## config.mk

```make
export PLATFORM = sky130hd
export DESIGN_NAME = pixel_fetch_sequencer
export DESIGN_NICKNAME = d
export VERILOG_FILES = /design/src/rtl/pixel_fetch_sequencer_pkg.sv /design/src/rtl/pixel_fetch_sequencer_raster_counter.sv /design/src/rtl/pixel_fetch_sequencer.sv
export SDC_FILE = /design/constraint.sdc
export NUM_CORES = 1
export LEC_CHECK = 0
export CAP_MARGIN = 25
export CORE_ASPECT_RATIO = 0.9
export CORE_MARGIN = 4
export CORE_UTILIZATION = 51
export CTS_CLUSTER_DIAMETER = 120
export DETAILED_ROUTE_END_ITERATION = 10
export GPL_ROUTABILITY_DRIVEN = 0
export HOLD_SLACK_MARGIN = 0.02
export PLACE_DENSITY_LB_ADDON = 0.12
export SETUP_SLACK_MARGIN = 0.05
export SKIP_LAST_GASP = 1
export SYNTH_ARGS = -nofsm -noshare
export SYNTH_HDL_FRONTEND = slang
export SYNTH_SLANG_ARGS = --single-unit
export TNS_END_PERCENT = 1
```

## constraint.sdc

```tcl
create_clock -name clk -period 4.2 [get_ports clk]
set_input_delay 0.63 -clock clk [delete_from_list [all_inputs] [get_ports clk]]
set_output_delay 0.63 -clock clk [all_outputs]
set_load 0.03 [all_outputs]
```

## src/rtl/pixel_fetch_sequencer_pkg.sv

```systemverilog
// Shared types and constants for the pixel fetch sequencer.
package pixel_fetch_sequencer_pkg;

   typedef enum logic [1:0] {
      S_IDLE      = 2'd0,
      S_ISSUE     = 2'd1,
      S_WAIT_DONE = 2'd2,
      S_FINISH    = 2'd3
   } state_t;

   localparam int unsigned TIMEOUT_CYCLES_DEF = 16;
   localparam int unsigned PIXELS_PER_WORD    = 8;

endpackage

```

## src/rtl/pixel_fetch_sequencer_raster_counter.sv

```systemverilog
// Raster position tracker: row/col counters, row offset accumulator and position flags.
module raster_counter
   import pixel_fetch_sequencer_pkg::*;
#(
   parameter int unsigned ADDR_WIDTH = 12,
   parameter int unsigned DIM_WIDTH  = 8
) (
   input  logic                  clk,
   input  logic                  rstn,
   input  logic                  load,
   input  logic                  step,
   input  logic [DIM_WIDTH-1:0]  cfg_words_per_row,
   input  logic [DIM_WIDTH-1:0]  cfg_num_rows,
   output logic [DIM_WIDTH-1:0]  cur_row,
   output logic [DIM_WIDTH-1:0]  cur_col,
   output logic [ADDR_WIDTH-1:0] row_offset,
   output logic [ADDR_WIDTH-1:0] col_offset,
   output logic                  first_col,
   output logic                  last_col,
   output logic                  last_fetch
);

   logic [DIM_WIDTH-1:0]  wpr_q;
   logic [DIM_WIDTH-1:0]  rows_q;
   logic [DIM_WIDTH-1:0]  nxt_row;
   logic [DIM_WIDTH-1:0]  nxt_col;
   logic [DIM_WIDTH-1:0]  nxt_wpr;
   logic [DIM_WIDTH-1:0]  nxt_rows;
   logic [ADDR_WIDTH-1:0] nxt_off;
   logic                  nxt_last_col;

   // Next position: load restarts at the origin, step walks the raster.
   always_comb begin
      nxt_row  = cur_row;
      nxt_col  = cur_col;
      nxt_off  = row_offset;
      nxt_wpr  = wpr_q;
      nxt_rows = rows_q;
      if (load) begin
         nxt_wpr  = cfg_words_per_row;
         nxt_rows = cfg_num_rows;
         nxt_row  = '0;
         nxt_col  = '0;
         nxt_off  = '0;
      end else if (step) begin
         if (last_col) begin
            nxt_col = '0;
            nxt_row = cur_row + DIM_WIDTH'(1);
            nxt_off = row_offset + ADDR_WIDTH'(wpr_q);
         end else begin
            nxt_col = cur_col + DIM_WIDTH'(1);
         end
      end
      nxt_last_col = (nxt_col == nxt_wpr - DIM_WIDTH'(1));
   end

   // Flags are registered from the next position so they line up with the counters.
   always_ff @(posedge clk) begin
      if (!rstn) begin
         wpr_q      <= '0;
         rows_q     <= '0;
         cur_row    <= '0;
         cur_col    <= '0;
         row_offset <= '0;
         first_col  <= 1'b0;
         last_col   <= 1'b0;
         last_fetch <= 1'b0;
      end else if (load || step) begin
         wpr_q      <= nxt_wpr;
         rows_q     <= nxt_rows;
         cur_row    <= nxt_row;
         cur_col    <= nxt_col;
         row_offset <= nxt_off;
         first_col  <= (nxt_col == '0);
         last_col   <= nxt_last_col;
         last_fetch <= nxt_last_col && (nxt_row == nxt_rows - DIM_WIDTH'(1));
      end
   end

   assign col_offset = ADDR_WIDTH'(cur_col);

endmodule

```

## src/rtl/pixel_fetch_sequencer.sv

```systemverilog
// Raster-order fetch sequencer: issues one word fetch at a time, gated by PE readiness.
module pixel_fetch_sequencer
   import pixel_fetch_sequencer_pkg::*;
#(
   parameter int unsigned ADDR_WIDTH     = 12,
   parameter int unsigned DIM_WIDTH      = 8,
   parameter int unsigned TIMEOUT_CYCLES = TIMEOUT_CYCLES_DEF
) (
   input  logic                  clk,
   input  logic                  rstn,
   input  logic                  start,
   input  logic                  abort,
   input  logic [ADDR_WIDTH-1:0] cfg_base_addr,
   input  logic [DIM_WIDTH-1:0]  cfg_words_per_row,
   input  logic [DIM_WIDTH-1:0]  cfg_num_rows,
   input  logic                  pe_ready,
   output logic                  fetch_en,
   output logic                  fetch_start,
   output logic [ADDR_WIDTH-1:0] base_addr,
   output logic [ADDR_WIDTH-1:0] row_offset,
   output logic [ADDR_WIDTH-1:0] col_offset,
   input  logic                  fetch_done,
   output logic [DIM_WIDTH-1:0]  cur_row,
   output logic [DIM_WIDTH-1:0]  cur_col,
   output logic                  first_col,
   output logic                  last_col,
   output logic                  last_fetch,
   output logic                  busy,
   output logic                  seq_done,
   output logic                  timeout_err
);

   localparam int unsigned TW = $clog2(TIMEOUT_CYCLES + 1);

   state_t        state;
   logic [TW-1:0] tcnt;
   logic          load_c;
   logic          step_c;
   logic          zero_dim_c;

   assign load_c     = (state == S_IDLE) && start && !abort;
   assign step_c     = (state == S_WAIT_DONE) && !abort && fetch_done && !last_fetch;
   assign zero_dim_c = (cfg_words_per_row == '0) || (cfg_num_rows == '0);

   raster_counter #(
      .ADDR_WIDTH (ADDR_WIDTH),
      .DIM_WIDTH  (DIM_WIDTH)
   ) u_raster (
      .clk               (clk),
      .rstn              (rstn),
      .load              (load_c),
      .step              (step_c),
      .cfg_words_per_row (cfg_words_per_row),
      .cfg_num_rows      (cfg_num_rows),
      .cur_row           (cur_row),
      .cur_col           (cur_col),
      .row_offset        (row_offset),
      .col_offset        (col_offset),
      .first_col         (first_col),
      .last_col          (last_col),
      .last_fetch        (last_fetch)
   );

   // Sequencer FSM; abort outranks fetch_done and timeout in every busy state.
   always_ff @(posedge clk) begin
      if (!rstn) begin
         state       <= S_IDLE;
         tcnt        <= '0;
         fetch_en    <= 1'b0;
         fetch_start <= 1'b0;
         base_addr   <= '0;
         busy        <= 1'b0;
         seq_done    <= 1'b0;
         timeout_err <= 1'b0;
      end else begin
         fetch_start <= 1'b0;
         seq_done    <= 1'b0;
         if (abort && state != S_IDLE) begin
            state    <= S_IDLE;
            fetch_en <= 1'b0;
            busy     <= 1'b0;
         end else begin
            case (state)
               S_IDLE: begin
                  if (load_c) begin
                     base_addr   <= cfg_base_addr;
                     timeout_err <= 1'b0;
                     fetch_en    <= 1'b1;
                     busy        <= 1'b1;
                     state       <= zero_dim_c ? S_FINISH : S_ISSUE;
                  end
               end
               S_ISSUE: begin
                  if (pe_ready) begin
                     fetch_start <= 1'b1;
                     tcnt        <= '0;
                     state       <= S_WAIT_DONE;
                  end
               end
               S_WAIT_DONE: begin
                  if (fetch_done) begin
                     tcnt  <= '0;
                     state <= last_fetch ? S_FINISH : S_ISSUE;
                  end else if (tcnt == TW'(TIMEOUT_CYCLES - 1)) begin
                     timeout_err <= 1'b1;
                     fetch_en    <= 1'b0;
                     busy        <= 1'b0;
                     state       <= S_IDLE;
                  end else begin
                     tcnt <= tcnt + TW'(1);
                  end
               end
               S_FINISH: begin
                  seq_done <= 1'b1;
                  fetch_en <= 1'b0;
                  busy     <= 1'b0;
                  state    <= S_IDLE;
               end
               default: state <= S_IDLE;
            endcase
         end
      end
   end

endmodule

```

==> impl_metrics.yaml <==
outcome:
  run_status: "finished clean"
routing:
  drt_iter0_markers: 159
  routed_via_density: 5.72
  final_antenna_net_count: 0
  drc: 0
  drt-total-wl_um: 10900
  vias: 3947
  firstDrtPassIters: 4
  wl_per_cell_um: 15.8
min_path:
  hold_path_depth: 2
  worstHoldStart: "base_addr[8]"
  hold_path.class: "reg2reg"
  hold_end: "base_addr[8]"
yosys:
  syn_inst: 512
  synth.area.top_cells: "dfxtp_1 (34%), nand2_1 (6.1%), a21oi_1 (5.7%), ha_1 (5.7%), xnor2_1 (5.2%)"
  yosysSeqAreaShare: 0.335
  async_flop_share: 0
  avgSynthCellArea_um2: 8.16
  ys_types: 61
  synth_ff_type: "dfxtp_1"
  syn_area_um2: 4180
  synth_top_area_frac: 0.335
  synth_edf_count: 0
  yosys-top-cells-count: "dfxtp_1 (70), nand2_1 (68), a21oi_1 (48), nor2_1 (45), xnor2_1 (25)"
  yosysMostFrequentCell: "dfxtp_1"
  yosys_warnings: 0
  synth_seq_cells: 70
  yosysTopAreaCell: "dfxtp_1"
floorplanning:
  rows: 31
  start_util: 0.521
  die_h_um: 93.9
  pin_count: 94
  die-width_um: 103
  core_area_um2: 8030
  die_area_um2: 9710
timing:
  timing.final.crit_share: 0.850
  clock.fmax_ghz: 0.280
  clock_skew_ps: 7.08
  rsz0062_at_grt: "false"
  layout_min_cycle_time_ps: 3570
  maxSlewHeadroom: 0.546
  setup_slack_ps: 628
  hold_viol: 0
  worst_pin_slew_ps: 681
  fin_setup_tns_ps: 0
  finalMaxSlewViolations: 0
  setup_viol: 0
global_routing:
  grt_pass1_vias: 3778
  antenna_found_initial: 0
  grt_max_degree: 29
  gr-total-overflow: 0
  grt_pass1_wl_um: 17900
  groute.usage.overall: 0.231
pwr:
  power_per_cell_area_nw_per_um2: 390
  ir_drop_mv: 0.319
  leakage_nw: 1.91
  power_w: 0.00205
worst_setup_path:
  critPathLaunchType: "register"
  rrSetupSlack_ps: 630
  cp_max_fo: 18
  rr_endpoint: "u_raster.last_fetch"
  r2r_cells: 11
  required_ps: 4470
  critPathArrivalTime_ps: 3840
  r2r_start: "state[0]"
  crit_type: "reg2reg"
  critical_path.endpoint_type: "register"
clock_network:
  ctsHtreeMaxLevel: 3
  path_clk_slew_ps: 70
  clockBufferDepth: 2
  cts_setup_buffers: 0
  hold_buffers: 0
  cts_num_sinks: 70
  cts_resized: 0
  numCtsBuffers: 9
  insertion_delay_ps: 350
  cts_root_buf: "clkbuf_8"
  cts_tree: "built"
final_layout:
  syn2layout_area_growth_pct: 25.8
  fin_nets: 641
  drive_gt1_frac: 0.0575
  n_antenna_cell: 0
  fill_cells: 671
  fin_area_um2: 5260
placement:
  io_buffers: 89
  place_ws_ps: 331
  post-dp-hpwl_um: 7980
  dpl_cell_area_um2: 5060
run:
  maxCapViolations: 0
-- report_power, final --
part           internal [W]  total [W]  switching (W)
Clock              0.000328   0.000580       0.000252
Sequential         0.000708   0.000747      0.0000394
Combinational      0.000308   0.000726       0.000418
Total               0.00134    0.00205       0.000709
-- layout by cell type (no fill, tap or decap), types with 3 or more instances in the layout --
cell	count
a211oi_1	4
a21oi_1	48
a21oi_2	3
a31oi_1	5
and2_1	4
and3_1	3
buf_4	6
clkbuf_8	9
clkdlybuf4s50_1	89
clkinv_2	3
conb_1	4
dfxtp_1	70
ha_1	19
inv_1	14
mux2_2	3
mux2i_1	17
nand2_1	68
nand2b_1	6
nand3_1	16
nand4_1	11
nor2_1	45
nor3_1	20
nor3b_1	5
nor4_1	7
o2111ai_1	4
o21a_1	5
o21ai_0	17
o21bai_1	3
or3_1	6
or4_1	3
xnor2_1	25
xnor3_1	3
xor2_1	10
-- layer usage --
metal / track usage / vias up / wire length [um]
met4: 0.0626 / 0 / 87
met2: 0.343 / 155 / 4710
met5: 0 / - / 0
met1: 0.326 / 1831 / 5310
li1: - / 1950 / -
met3: 0.0661 / 11 / 809
-- stage by stage --
step | hold WS, ps | util | std cells
2_1_floorplan | 437 | - | 515
3_3_place_gp | 442 | 0.630 | 675
3_5_place_dp | 448 | 0.630 | 675
4_1_cts | 459 | 0.655 | 690
5_1_grt | 480 | 0.655 | 690
6_report | 454 | 0.655 | 690
-- flip-flops by register name (all words and copies together) (netlist names) --
signal and count:
base_addr 12, u_raster.row_offset 12, u_raster.cur_col 8, u_raster.cur_row 8, u_raster.rows_q 8, u_raster.wpr_q 8, tcnt 5, state 2
busy 1, fetch_start 1, seq_done 1, timeout_err 1, u_raster.first_col 1, u_raster.last_col 1, u_raster.last_fetch 1
-- critical path: stages, from the launching register on --
cell and delay, ps:
dfxtp_1 350, inv_1 120, ha_1 320, and3b_2 510, mux2i_1 370, ha_1 320, nor4_1 280, o21ai_0 140
a221o_1 390, nor4_1 290, nand4_1 190, o31ai_2 220
-- layout make-up --
type                       instances  area, um2  area share
clock buffer                      10        128      0.0243
clock inverter                     5       75.1      0.0143
inverter                          15       56.3      0.0107
multi-input combinational        396       2540       0.483
sequential                        70       1400       0.266
tap                               99        124      0.0236
timing repair buffer              95        936       0.178
-- cell families (layout without fill, tap and decap cells) --
logic type | after synthesis | count (layout) | synth area share
flip-flops | 70 | 70 | 0.335
buffers and inverters | 49 | 125 | 0.0605
XOR/XNOR | 38 | 38 | 0.0895
adder cells (fa/ha/maj) | 20 | 20 | 0.0617
AO/OA/AOI/OAI | 110 | 110 | 0.166
other | 1 | 4 | 0.000897
AND/OR/NAND/NOR | 204 | 204 | 0.238
multiplexers | 20 | 20 | 0.0488
-- how the worst max path moves through the flow --
stage          cells after the start             endpoint     start
6_report                          11  u_raster.last_fetch  state[0]
5_1_grt                           11  u_raster.last_fetch  state[0]
4_1_cts                           11  u_raster.last_fetch  state[0]
3_5_place_dp                      10  u_raster.last_fetch     abort
3_3_place_gp                      10  u_raster.last_fetch     abort
2_1_floorplan                     15  u_raster.last_fetch  state[0]
No activity file was read; power rests on OpenSTA's default activity.
